===== config.mk =====
export PLATFORM = sky130hd
export DESIGN_NAME = uart_receiver
export DESIGN_NICKNAME = d
export VERILOG_FILES = /design/src/rtl/uart_receiver.sv
export SDC_FILE = /design/constraint.sdc
export NUM_CORES = 1
export LEC_CHECK = 0
export CORE_UTILIZATION = 40
export CTS_BUF_LIST = sky130_fd_sc_hd__clkbuf_4 sky130_fd_sc_hd__clkbuf_8 sky130_fd_sc_hd__clkbuf_16
export CTS_CLUSTER_SIZE = 16
export DETAILED_ROUTE_END_ITERATION = 10
export PLACE_DENSITY_LB_ADDON = 0.12
export SLEW_MARGIN = 20
export SYNTH_ARGS = -nofsm -noshare
export SYNTH_HDL_FRONTEND = slang
export SYNTH_SLANG_ARGS = --single-unit

===== constraint.sdc =====
create_clock -name clk_i -period 4.42 [get_ports clk_i]
set_input_delay 1.105 -clock clk_i [delete_from_list [all_inputs] [get_ports clk_i]]
set_output_delay 1.105 -clock clk_i [all_outputs]
set_load 0.01 [all_outputs]

===== src/rtl/uart_receiver.sv =====
// uart_receiver: 8N1-style serial receiver with mid-bit sampling.
// Reports each frame as a valid pulse or as a frame-error pulse.
module uart_receiver #(
    parameter int CLK_kHZ     = 50000,
    parameter int BITSTREAM   = 9600,
    parameter int DATA_AMOUNT = 8
) (
    input  logic                   clk_i,
    input  logic                   arst_i,
    input  logic                   rx_i,
    output logic [DATA_AMOUNT-1:0] data_o,
    output logic                   valid_o,
    output logic                   frame_err_o,
    output logic                   busy_o
);

    localparam int PERIOD = (CLK_kHZ * 1000) / BITSTREAM;
    localparam int HALF   = PERIOD / 2;
    localparam int CW     = (PERIOD > 1) ? $clog2(PERIOD) : 1;
    localparam int IW     = (DATA_AMOUNT > 1) ? $clog2(DATA_AMOUNT) : 1;

    localparam logic [CW-1:0] HALF_M1   = CW'(HALF - 1);
    localparam logic [CW-1:0] PERIOD_M1 = CW'(PERIOD - 1);
    localparam logic [IW-1:0] LAST_IDX  = IW'(DATA_AMOUNT - 1);

    typedef enum logic [2:0] {
        IDLE,
        START,
        DATA,
        STOP,
        WAIT_HIGH
    } state_t;

    state_t                 state;
    logic [CW-1:0]          cnt;
    logic [IW-1:0]          bit_idx;
    logic [DATA_AMOUNT-1:0] shreg;

    logic sync1;
    logic rx_s;
    logic rx_d;

    // New bits enter at the MSB so the first bit ends up in bit 0.
    function automatic logic [DATA_AMOUNT-1:0] shift_in(
        input logic [DATA_AMOUNT-1:0] sr,
        input logic                   b
    );
        logic [DATA_AMOUNT:0] t;
        t = {b, sr};
        return t[DATA_AMOUNT:1];
    endfunction

    // Two-flop synchroniser plus one delay stage for start-edge detection.
    always_ff @(posedge clk_i) begin
        if (arst_i) begin
            sync1 <= 1'b1;
            rx_s  <= 1'b1;
            rx_d  <= 1'b1;
        end else begin
            sync1 <= rx_i;
            rx_s  <= sync1;
            rx_d  <= rx_s;
        end
    end

    // Frame FSM: start validation, data shifting, stop check, break wait.
    always_ff @(posedge clk_i) begin
        if (arst_i) begin
            state       <= IDLE;
            cnt         <= '0;
            bit_idx     <= '0;
            shreg       <= '0;
            data_o      <= '0;
            valid_o     <= 1'b0;
            frame_err_o <= 1'b0;
            busy_o      <= 1'b0;
        end else begin
            valid_o     <= 1'b0;
            frame_err_o <= 1'b0;
            unique case (state)
                IDLE: begin
                    if (rx_d && !rx_s) begin
                        state  <= START;
                        cnt    <= '0;
                        busy_o <= 1'b1;
                    end
                end
                START: begin
                    if (cnt == HALF_M1) begin
                        cnt <= '0;
                        if (!rx_s) begin
                            state   <= DATA;
                            bit_idx <= '0;
                        end else begin
                            state  <= IDLE;
                            busy_o <= 1'b0;
                        end
                    end else begin
                        cnt <= cnt + 1'b1;
                    end
                end
                DATA: begin
                    if (cnt == PERIOD_M1) begin
                        cnt   <= '0;
                        shreg <= shift_in(shreg, rx_s);
                        if (bit_idx == LAST_IDX) begin
                            state <= STOP;
                        end else begin
                            bit_idx <= bit_idx + 1'b1;
                        end
                    end else begin
                        cnt <= cnt + 1'b1;
                    end
                end
                STOP: begin
                    if (cnt == PERIOD_M1) begin
                        cnt <= '0;
                        if (rx_s) begin
                            data_o  <= shreg;
                            valid_o <= 1'b1;
                            state   <= IDLE;
                            busy_o  <= 1'b0;
                        end else begin
                            frame_err_o <= 1'b1;
                            state       <= WAIT_HIGH;
                        end
                    end else begin
                        cnt <= cnt + 1'b1;
                    end
                end
                WAIT_HIGH: begin
                    if (rx_s) begin
                        state  <= IDLE;
                        busy_o <= 1'b0;
                    end
                end
                default: begin
                    state  <= IDLE;
                    busy_o <= 1'b0;
                end
            endcase
        end
    end

endmodule


==> qor.yml, run 1 <==
run_status:
  status: "completed"
global_routing:
  antenna_found_initial: 0
  grt.overflow.total: 0
  grt_pass1_vias: 1427
  grt_pass1_wl_um: 6630
  grt_max_degree: 39
  grtUsageTotal_pct: 16.7
clock_tree:
  ctsRootBufferMaster: "clkbuf_8"
  clockBufferDepth: 2
  cts_inserted_buffers: 5
  clkSlewWorstSetupHoldPaths_ns: 0.08
  htree_levels: 2
  cts_setup_buffers: 0
  cts_tree: "done"
  cts_resized: 0
  insertion_delay_ns: 0.30
  clock-sinks: 41
  postCtsHoldBufs: 0
detailed_routing:
  drt_iter0_markers: 73
  drc: 0
  firstDrtPassIters: 4
  vias_per_cell: 5.50
  drt_wl_total_um: 3790
  vias: 1524
  wl_per_cell_um: 13.7
  ant_nets: 0
power:
  ir_worst_vdd_mv: 0.161
  p_per_area_mw_per_mm2: 324
  leakage_nw: 0.761
timing:
  fin_setup_tns_ns: 0
  hold_viol: 0
  worstMarginPinSlew_ns: 0.931
  relSlewSlack_pct: 37.6
  fmax_ghz: 0.403
  setup_viol: 0
  finalClockSkew_ns: 0.00459
  timing.final.ws_setup_ns: 1.94
  rsz0062_at_grt: "no"
  period_share_pct: 56.1
  drv_slew: 0
  finalCriticalPeriod_ns: 2.48
logic_synthesis:
  yosysSeqAreaShare_pct: 43.3
  ys_seq_elements: 41
  synth_edf_count: 0
  async_reset_ff_share_pct: 0
  ys.flop_type: "dfxtp_1"
  yosysUniqueCellTypes: 46
  synthesis.instances: 213
  yosysWarnings: 0
  syn_area_per_cell_um2: 8.90
  syn_area_mm2: 0.00190
  syn-num-nets: 219
critical_path:
  rr_endpoint: "shreg[4]"
  reg2reg_from: "cnt[0]"
  crit_arrival_ns: 2.66
  r2r_setup_slack_ns: 1.94
  crit_path_top_delay_cell: "nor3_2"
  cp_max_fo: 9
  crit_required_ns: 4.60
  end_kind: "flop"
  crit_chain: "ha_1 -> nand2_1 -> or4_4 -> nor3_2 -> mux2i_1 -> nor2_1"
  slowest_delay_ns: 0.72
  start_kind: "flop"
  worst-setup-path-type: "flop to flop"
  ff2ff_path_depth: 6
min_path:
  whs_endpoint: "rx_s"
  holdPathStages: 1
  min_from: "sync1"
  hp-class: "flop to flop"
flow_run:
  cap_viol_max_count: 0
placement:
  preCtsSetupSlack_ns: 1.93
  place.gp.congestion: 0.778
  hpwl_um: 2620
  dpl_cell_area_mm2: 0.00205
  numPortBuffers: 13
  dp.cells: 269
final_layout:
  insertedDiodeCount: 0
  fin_nets: 230
  drive_above_1_share_pct: 9.78
  final_area_mm2: 0.00217
  stdcell_count: 277
  area_delta_synth_final_pct: 14.3
floorplanning:
  ios: 14
  start_util_pct: 42.7
  core_area_mm2: 0.00444
  die_area_mm2: 0.00502
  fp.dieH_um: 70.8
  num_rows: 24
  die_x_um: 70.8
[cells by family after synthesis]
group	share of synthesized area, %
AO/OA/AOI/OAI	10.9
XOR/XNOR	2.77
adder cells (fa/ha/maj)	1.98
buffers and inverters	3.43
flip-flops	43.3
multiplexers	8.98
AND/OR/NAND/NOR	28.6
[synthesized netlist by cell type, drive strengths merged (3+ instances only)]
cell type | number | share of area (%)
or2 | 6 | 2.0
mux2i | 17 | 9.0
nand2 | 19 | 4.2
clkbuf | 7 | 1.4
nand4 | 3 | 0.99
nor2 | 32 | 6.3
nand3 | 11 | 2.9
nor4 | 5 | 2.0
nor2b | 3 | 0.99
ha | 3 | 2.0
xnor2 | 5 | 2.3
nand2b | 5 | 1.7
nor4bb | 3 | 1.6
o21ai | 3 | 0.79
a31oi | 3 | 0.99
a21oi | 9 | 2.4
inv | 5 | 0.99
nor3 | 5 | 1.6
buf | 3 | 1.1
dfxtp | 41 | 43
[layer usage]
layer / vias up / track usage (%) / part of all wire [%]
met5: - / 0 / 0
met3: 8 / 4.27 / 3.4
li1: 777 / - / -
met2: 23 / 27.8 / 48
met4: 0 / 6.67 / 1.9
met1: 716 / 20.7 / 46
[worst max-delay path by stage]
stage | cells after the start | startpoint | slack (ns) | end
6_report | 6 | cnt[0] | 1.94 | shreg[4]
2_1_floorplan | 6 | cnt[0] | 2.52 | bit_idx[1]
3_3_place_gp | 6 | cnt[1] | 2.00 | shreg[4]
5_1_grt | 6 | cnt[1] | 1.74 | data_o[5]
3_5_place_dp | 6 | cnt[0] | 1.93 | shreg[4]
4_1_cts | 6 | cnt[0] | 1.90 | shreg[4]
[cells in the final DEF, fill, tap and decap left out, types with 6 or more instances in the layout]
| cell | synthesis | layout |
|---|---|---|
| dfxtp_1 | 41 | 41 |
| nor2_1 | 32 | 32 |
| nand2_1 | 18 | 18 |
| mux2i_1 | 17 | 17 |
| clkdlybuf4s50_1 | 0 | 13 |
| nand3_1 | 11 | 11 |
| a21oi_1 | 9 | 9 |
| or2_2 | 6 | 6 |
[final cells by class]
| type | instances | area (um^2) |
|---|---|---|
| Clock buffer | 5 | 68.8 |
| Timing Repair Buffer | 14 | 138 |
| Clock inverter | 3 | 46.3 |
| Sequential cell | 41 | 821 |
| Inverter | 5 | 18.8 |
| Tap cell | 52 | 65.1 |
| Fill cell | 422 | 2280 |
| Multi-Input combinational cell | 157 | 1010 |
[state kept, by name, indices dropped and copies added (netlist names)]
name,count
bit_idx,3
busy_o,1
cnt,13
data_o,8
frame_err_o,1
rx_d,1
rx_s,1
shreg,8
state,3
sync1,1
valid_o,1
[per-stage QoR]
step | power (mW) | hold slack, ns | util (%)
finish | 0.702 | 0.416 | 48.8
global route | 0.728 | 0.442 | 48.8
CTS | 0.711 | 0.420 | 48.8
detailed placement | 0.405 | 0.399 | 46.2
global placement | 0.404 | 0.395 | 46.2
floorplan | 0.398 | 0.389 | -
[critical path, delay by kind of cell (launching register included)]
| family | cells | cell delay [ns] |
|---|---|---|
| DFF | 1 | 0.38 |
| adders and majority gates | 1 | 0.25 |
| muxes | 1 | 0.27 |
| and+or+nand+nor | 4 | 1.46 |
[where the power goes]
group	internal (mW)	switching [mW]
Clock	0.169	0.138
Sequential	0.371	0.00258
Combinational	0.00812	0.0144
(Power assumes the default switching activity.)
==> inputs of run 2 (changes only) <==
clock period = 2.55 ns   (was 4.42 ns; I/O delays follow)
==> qor.yml, run 2 (synthesis results as in run 1) <==
run_status:
  status: "completed"  # unchanged
power:
  ir_worst_vdd_mv: 0.363  # was 0.161 mV
  power_mw: 1.23  # was 0.702 mW
  leakage_nw: 0.788  # was 0.761 nW
  p_per_area_mw_per_mm2: 560  # was 324 mW/mm^2
detailed_routing:
  drt_wl_total_um: 3980  # was 3790 um
  vias_per_cell: 5.56  # was 5.50
  vias: 1563  # was 1,524
  wl_per_cell_um: 14.1  # was 13.7 um
  firstDrtPassIters: 4  # unchanged
  drc: 0  # unchanged
  drt_iter0_markers: 79  # was 73
  ant_nets: 0  # unchanged
clock_tree:
  clkSlewWorstSetupHoldPaths_ns: 0.08  # about the same
  clock-sinks: 41  # unchanged
  htree_levels: 2  # unchanged
  cts_inserted_buffers: 5  # unchanged
  clockBufferDepth: 2  # unchanged
  cts_setup_buffers: 0  # unchanged
  cts_resized: 0  # unchanged
  insertion_delay_ns: 0.29  # was 0.30 ns
  postCtsHoldBufs: 0  # unchanged
  cts_tree: "done"  # unchanged
  ctsRootBufferMaster: "clkbuf_8"  # unchanged
flow_run:
  cap_viol_max_count: 0  # unchanged
final_layout:
  drive_above_1_share_pct: 11.4  # was 9.78%
  area_delta_synth_final_pct: 16.2  # was 14.3%
  largest_reg_flops: 13  # unchanged
  top_register: "cnt"  # unchanged
  mostFrequentLayoutCells: "41 x dfxtp_1, 32 x nor2_1, 18 x nand2_1"  # unchanged
  largest_registers: "cnt: 13 flops, data_o: 8 flops, shreg: 8 flops"  # unchanged
  layout_commonest_cell: "dfxtp_1"  # unchanged
  insertedDiodeCount: 0  # unchanged
  fin_nets: 234  # was 230
  nFillCells: 439  # was 422
global_routing:
  grt.overflow.total: 0  # unchanged
  antenna_found_initial: 0  # unchanged
  grt_max_degree: 25  # was 39
  grt_pass1_vias: 1486  # was 1,427
  grtUsageTotal_pct: 17.1  # was 16.7%
  grt_pass1_wl_um: 6690  # was 6630 um
min_path:
  hp-class: "flop to flop"  # unchanged
  holdPathStages: 1  # unchanged
  whs_endpoint: "rx_s"  # unchanged
  min_from: "sync1"  # unchanged
critical_path:
  reg2reg_from: "cnt[1]"  # was cnt[0]
  crit_arrival_ns: 2.40  # was 2.66 ns
  rr_endpoint: "bit_idx[2]"  # was shreg[4]
  worst-setup-path-type: "flop to flop"  # unchanged
  end_kind: "flop"  # unchanged
  start_kind: "flop"  # unchanged
  cp_max_fo: 6  # was 9
  crit_required_ns: 2.72  # was 4.60 ns
  r2r_setup_slack_ns: 0.32  # was 1.94 ns
  ff2ff_path_depth: 6  # unchanged
timing:
  rsz0062_at_grt: "no"  # unchanged
  relSlewSlack_pct: 66.1  # was 37.6%
  worstMarginPinSlew_ns: 0.504  # was 0.931 ns
  setup_viol: 0  # unchanged
  period_share_pct: 87.3  # was 56.1%
  fmax_ghz: 0.449  # was 0.403 GHz
  fin_setup_tns_ns: 0  # unchanged
  finalCriticalPeriod_ns: 2.23  # was 2.48 ns
  finalClockSkew_ns: 0.00606  # was 0.00459 ns
  drv_slew: 0  # unchanged
  hold_viol: 0  # unchanged
placement:
  place.gp.congestion: 0.894  # was 0.778
  hpwl_um: 2780  # was 2620 um
  numPortBuffers: 13  # unchanged
floorplanning:
  ios: 14  # unchanged
  start_util_pct: 42.7  # unchanged
  core_area_mm2: 0.00444  # unchanged
  num_rows: 24  # unchanged
  fp.dieH_um: 70.8  # unchanged
  die_x_um: 70.8  # unchanged
  die_area_mm2: 0.00502  # unchanged
[run 2: cell types whose count changed in the layout (fill, tap and decap cells not counted), sizes merged]
cell,delta
clkinv,-1
clkbuf,+2
clkinvlp,-1
buf,+4
[run 2: layer usage]
metal,part of all wire [%],GRT usage (%),up-vias
met5,0,0,-
li1,-,-,787
met2,49,28.1,25
met4,0.73,7.11,0
met3,3.1,6.27,2
met1,47,20.3,749
[run 2: worst max path at each step]
stage | start | to | slack, ns
2_1_floorplan | cnt[0] | bit_idx[1] | 0.65
3_3_place_gp | cnt[1] | bit_idx[1] | 0.50
3_5_place_dp | cnt[1] | bit_idx[2] | 0.41
4_1_cts | cnt[1] | bit_idx[2] | 0.37
5_1_grt | cnt[0] | bit_idx[2] | 0.09
6_report | cnt[1] | bit_idx[2] | 0.32
[run 2: critical path, stage by stage, from the launching register on]
cell     delay [ns]
dfxtp_1        0.39
ha_1           0.25
nor4b_1        0.29
nand3_1        0.25
o31ai_1        0.52
o311a_2        0.32
o32ai_1        0.09
[run 2: power by group]
part	internal [mW]	leakage, nW	switching (mW)
sequential	0.643	0.331	0.00460
clock	0.330	0.0619	0.214
combinational	0.0151	0.396	0.0262
[run 2: per-stage QoR]
step / cell area, um^2 / instances / setup WS, ns / hold slack (ns) / util, %
finish: 2200 / 281 / 0.324 / 0.416 / 49.5
global route: 2200 / 281 / 0.0913 / 0.447 / 49.5
CTS: 2200 / 281 / 0.367 / 0.420 / 49.5
detailed placement: 2080 / 273 / 0.406 / 0.408 / 46.8
global placement: 2080 / 273 / 0.503 / 0.399 / 46.8
floorplan: 1900 / 213 / 0.646 / 0.389 / -
[run 2: final cells by class]
type | count | area [um^2] | share of cell area, %
multi-input combinational | 157 | 1010 | 45.9
sequential | 41 | 821 | 37.3
timing repair buffer | 18 | 168 | 7.61
clock buffer | 7 | 90.1 | 4.09
tap | 52 | 65.1 | 2.95
clock inverter | 1 | 30.0 | 1.36
inverter | 5 | 18.8 | 0.852
==> patch 1 (flow settings as in run 2) <==
`CLK_kHZ`: 50000 -> 100000.
--- a/src/rtl/uart_receiver.sv
+++ b/src/rtl/uart_receiver.sv
@@ -2,5 +2,5 @@
 // Reports each frame as a valid pulse or as a frame-error pulse.
 module uart_receiver #(
-    parameter int CLK_kHZ     = 50000,
+    parameter int CLK_kHZ     = 100000,
     parameter int BITSTREAM   = 9600,
     parameter int DATA_AMOUNT = 8
Behaviour: no difference found for any inputs over 10 cycles, from zero or initial values and one cycle with arst_i high; that may be too few to reach the edited logic, so the function may still have changed.
==> patch 1 against run 2 <==
  * Setup slack got worse by 150 ps
  * Hold slack lost 2.3 ps
  * Cell area increased by 0.74%
  * Synthesized cell count up 1.4%
  * Total power is 5.4% lower
  * Via count up 4.0%
  * Wire length shrank 0.63%
  * Sequential cell count grew 1
  * Area after synthesis fell by 0.20%
  * Critical path type unchanged
  * Critical endpoint is now shreg[3]$_SDFFE_PP0P_
  * Largest power group unchanged
  * Highest routed layer unchanged
==> patch 1: results (changes against run 2) <==
* Met3 usage at 4.27% (was 6.27%)
* Largest regs: cnt (14), data_o (8), shreg (8) (was cnt (13), data_o (8), shreg (8))
* Global-route wire length before repair at 6870 um (was 6690 um)
* Register share of the cell area at 37.9% (was 37.3%)
* Max_slew headroom at 68.1% (was 66.1%)
* #FFs+latches synth at 42 (was 41)
* CP peak stage delay at 580 ps (was 520 ps)
* Leak pwr at 0.830 nW (was 0.788 nW)
* Outcome: complete, no violations (unchanged)
* R2r worst-path depth at 5 (was 6)
* Pre-CTS WS at 49.0 ps (was 406 ps)
* Arrival @ worst endpoint at 2550 ps (was 2400 ps)
* Setup crit end: shreg[3]$_SDFFE_PP0P_ (was bit_idx[2]$_SDFFE_PP0P_)
* WL met2 at 1810 um (was 1970 um)
* Library cells used by synthesis at 41 (was 46)
* Final worst-path cycle share at 93.1% (was 87.3%)
* Post-synth net total at 222 (was 219)
* M1 WL at 1890 um (was 1860 um)
* Dominant cells by area after synthesis: dfxtp_1 (44%), mux2i_1 (8.5%), nor2_1 (6.0%), nand2_1 (3.4%), a31oi_1 (3.3%) (was dfxtp_1 (43%), mux2i_1 (9.0%), nor2_1 (6.3%), nand2_1 (3.6%), nand3_1 (2.9%))
* Worst VDD drop at 0.263 mV (was 0.363 mV)
* CP top delay family: simple AND/OR/NAND/NOR gates (was compound AO/OA/AOI/OAI gates)
* Vias per inst at 5.62 (was 5.56)
* Non-clk bufs at 25 (was 18)
* Drt total wl at 3950 um (was 3980 um)
* R2R Path Start: cnt[10]$_SDFFE_PP0P_ (was cnt[1]$_SDFFE_PP0P_)
* Met3 wire len at 160 um (was 123 um)
* CP max FO at 8 (was 6)
* GRT Util Overall at 17.2% (was 17.1%)
* Drt first-iter violations at 55 (was 79)
* Reg2Reg Setup Slack at 180 ps (was 320 ps)
* Setup skew after layout at 5.45 ps (was 6.06 ps)
* Nets at 242 (was 234)
* Worst path slowest cell: or3_1 (was o31ai_1)
* Multi-input combinational area share at 43.9% (was 45.9%)
* Largest net degree at the start of global routing at 33 (was 25)
* GPL Wtd Cong at 0.793 (was 0.894)
* Number of global-route vias before repair at 1546 (was 1486)
patch 1: power groups by stage:
stage | sequential (W) | combinational (W) | clock, W
2_1_floorplan | 0.000677 | 0.0000258 | 0
3_3_place_gp | 0.000678 | 0.0000375 | 0
3_5_place_dp | 0.000678 | 0.0000387 | 0
4_1_cts | 0.000663 | 0.0000389 | 0.000475
5_1_grt | 0.000664 | 0.0000425 | 0.000506
6_report | 0.000663 | 0.0000384 | 0.000465
patch 1: cell families after synthesis:
logic type	count (synthesis)	synth area share, %
buf+inv	17	4.03
compound gates	40	13.3
xor+xnor	3	1.39
fa+ha+maj	3	1.98
simple gates	95	26.4
mux	16	8.47
flops	42	44.4
patch 1: metrics by stage:
stage          std cells  hold WS (ps)  area (um2)  utilization, %
6_report             289           414        2220            49.9
2_1_floorplan        216           389        1890               -
5_1_grt              289           443        2220            49.9
3_5_place_dp         281           397        2120            47.7
4_1_cts              289           418        2220            49.9
3_3_place_gp         281           397        2120            47.7
==> patch 2 (flow settings as in run 2) <==
Without the edit above. Encoding of `state_t`: now one-hot (5 bits for 5 states).
--- a/src/rtl/uart_receiver.sv
+++ b/src/rtl/uart_receiver.sv
@@ -24,10 +24,10 @@
     localparam logic [IW-1:0] LAST_IDX  = IW'(DATA_AMOUNT - 1);
 
-    typedef enum logic [2:0] {
-        IDLE,
-        START,
-        DATA,
-        STOP,
-        WAIT_HIGH
+    typedef enum logic [4:0] {
+        IDLE      = 5'b00001,
+        START     = 5'b00010,
+        DATA      = 5'b00100,
+        STOP      = 5'b01000,
+        WAIT_HIGH = 5'b10000
     } state_t;
 
Check against the original RTL: same outputs for any inputs over 10 cycles, from zero or initial values and one cycle with arst_i high; not proved beyond that.
==> patch 2 against run 2 <==
  * Area after synthesis rose by 13%
  * Setup slack worse by 65 ps
  * Cell area rose by 9.8%
  * Sequential cell count is 2 higher
  * Wire length is 3.2% higher
  * Critical endpoint is now cnt[10]$_SDFFE_PP0P_
  * Largest cell class unchanged
Power is not compared: it rests on default switching activity, and its combinational part moved more than twofold at a synthesized area within 25%.
==> patch 2: results (changes against run 2) <==
* Multi-input gate count at 168 (was 157)
* Met2 Track Usage GR at 24.3% (was 28.1%)
* Multi-input combinational area share at 48.2% (was 45.9%)
* Data buffer area share at 8.17% (was 7.61%)
* Number of global-route vias before repair at 1450 (was 1486)
* Post-synth net total at 236 (was 219)
* Setup crit end: cnt[10]$_SDFFE_PP0P_ (was bit_idx[2]$_SDFFE_PP0P_)
* Synth Area in XOR/XNOR at 2.05% (was 2.77%)
* Fin Hold WS at 409 ps (was 416 ps)
* Synth Area per Inst at 9.31 um2 (was 8.90 um2)
* Fill cell count at 537 (was 439)
* Register share of the cell area at 35.6% (was 37.3%)
* Placed standard-cell area at 2330 um2 (was 2080 um2)
* Clk sinks at 43 (was 41)
* Layout cells sized above 1 at 11.4% (about the same)
* Met3 wire len at 120 um (was 123 um)
* Dominant cells by area after synthesis: dfxtp_1 (40%), mux2i_1 (9.4%), nor2_1 (6.0%), nand2_1 (2.5%), a221o_1 (2.3%) (was dfxtp_1 (43%), mux2i_1 (9.0%), nor2_1 (6.3%), nand2_1 (3.6%), nand3_1 (2.9%))
* WL met2 at 1750 um (was 1970 um)
* Mux cell area share after synthesis at 9.35% (was 8.98%)
* Max_slew headroom at 59.3% (was 66.1%)
* Commonest cells post-synth: dfxtp_1 (43), nor2_1 (34), mux2i_1 (20), nand2_1 (14), nand2b_1 (8) (was dfxtp_1 (41), nor2_1 (32), nand2_1 (18), mux2i_1 (17), nand3_1 (11))
* Nets at 251 (was 234)
* Largest net degree at the start of global routing at 23 (was 25)
* Clock network area share at 3.67% (was 5.45%)
* Met3 usage at 4.82% (was 6.27%)
* Post-synthesis sequential area ratio at 40.2% (was 43.3%)
* Compound-Gate Fraction of Synth Area at 12.7% (was 10.9%)
* Setup crit start: cnt[0]$_SDFFE_PP0P_ (was cnt[1]$_SDFFE_PP0P_)
* Arrival @ worst endpoint at 2480 ps (was 2400 ps)
* Outcome: complete, no violations (unchanged)
patch 2: cell families (layout without fill, tap and decap cells):
group                    after synthesis  count (layout)
multiplexers                          20              20
flip-flops                            43              43
AO/OA/AOI/OAI                         35              35
XOR/XNOR                               5               5
buffers and inverters                 19              35
AND/OR/NAND/NOR                      105             105
adder cells (fa/ha/maj)                3               3
patch 2: power by group through the flow:
stage,clock [W],sequential [W],combinational [W]
after global routing,0.000487,0.000692,0.0000927
final,0.000438,0.000690,0.0000847
after CTS,0.000455,0.000690,0.0000843
after detailed placement,0,0.000706,0.0000838
after global placement,0,0.000706,0.0000866
after floorplan,0,0.000700,0.0000697
patch 2: worst max-delay path: stages (launching register included):
cell and delay (ps):
dfxtp_1 390, ha_1 210, or3b_1 440, nor4_2 370
o22ai_1 160, buf_4 200, and4b_1 170, a221o_1 250
patch 2: metrics by stage:
stage,cells,setup slack (ps)
5_1_grt,316,37.5
4_1_cts,316,189
3_5_place_dp,308,203
3_3_place_gp,308,266
6_report,316,258
2_1_floorplan,230,391
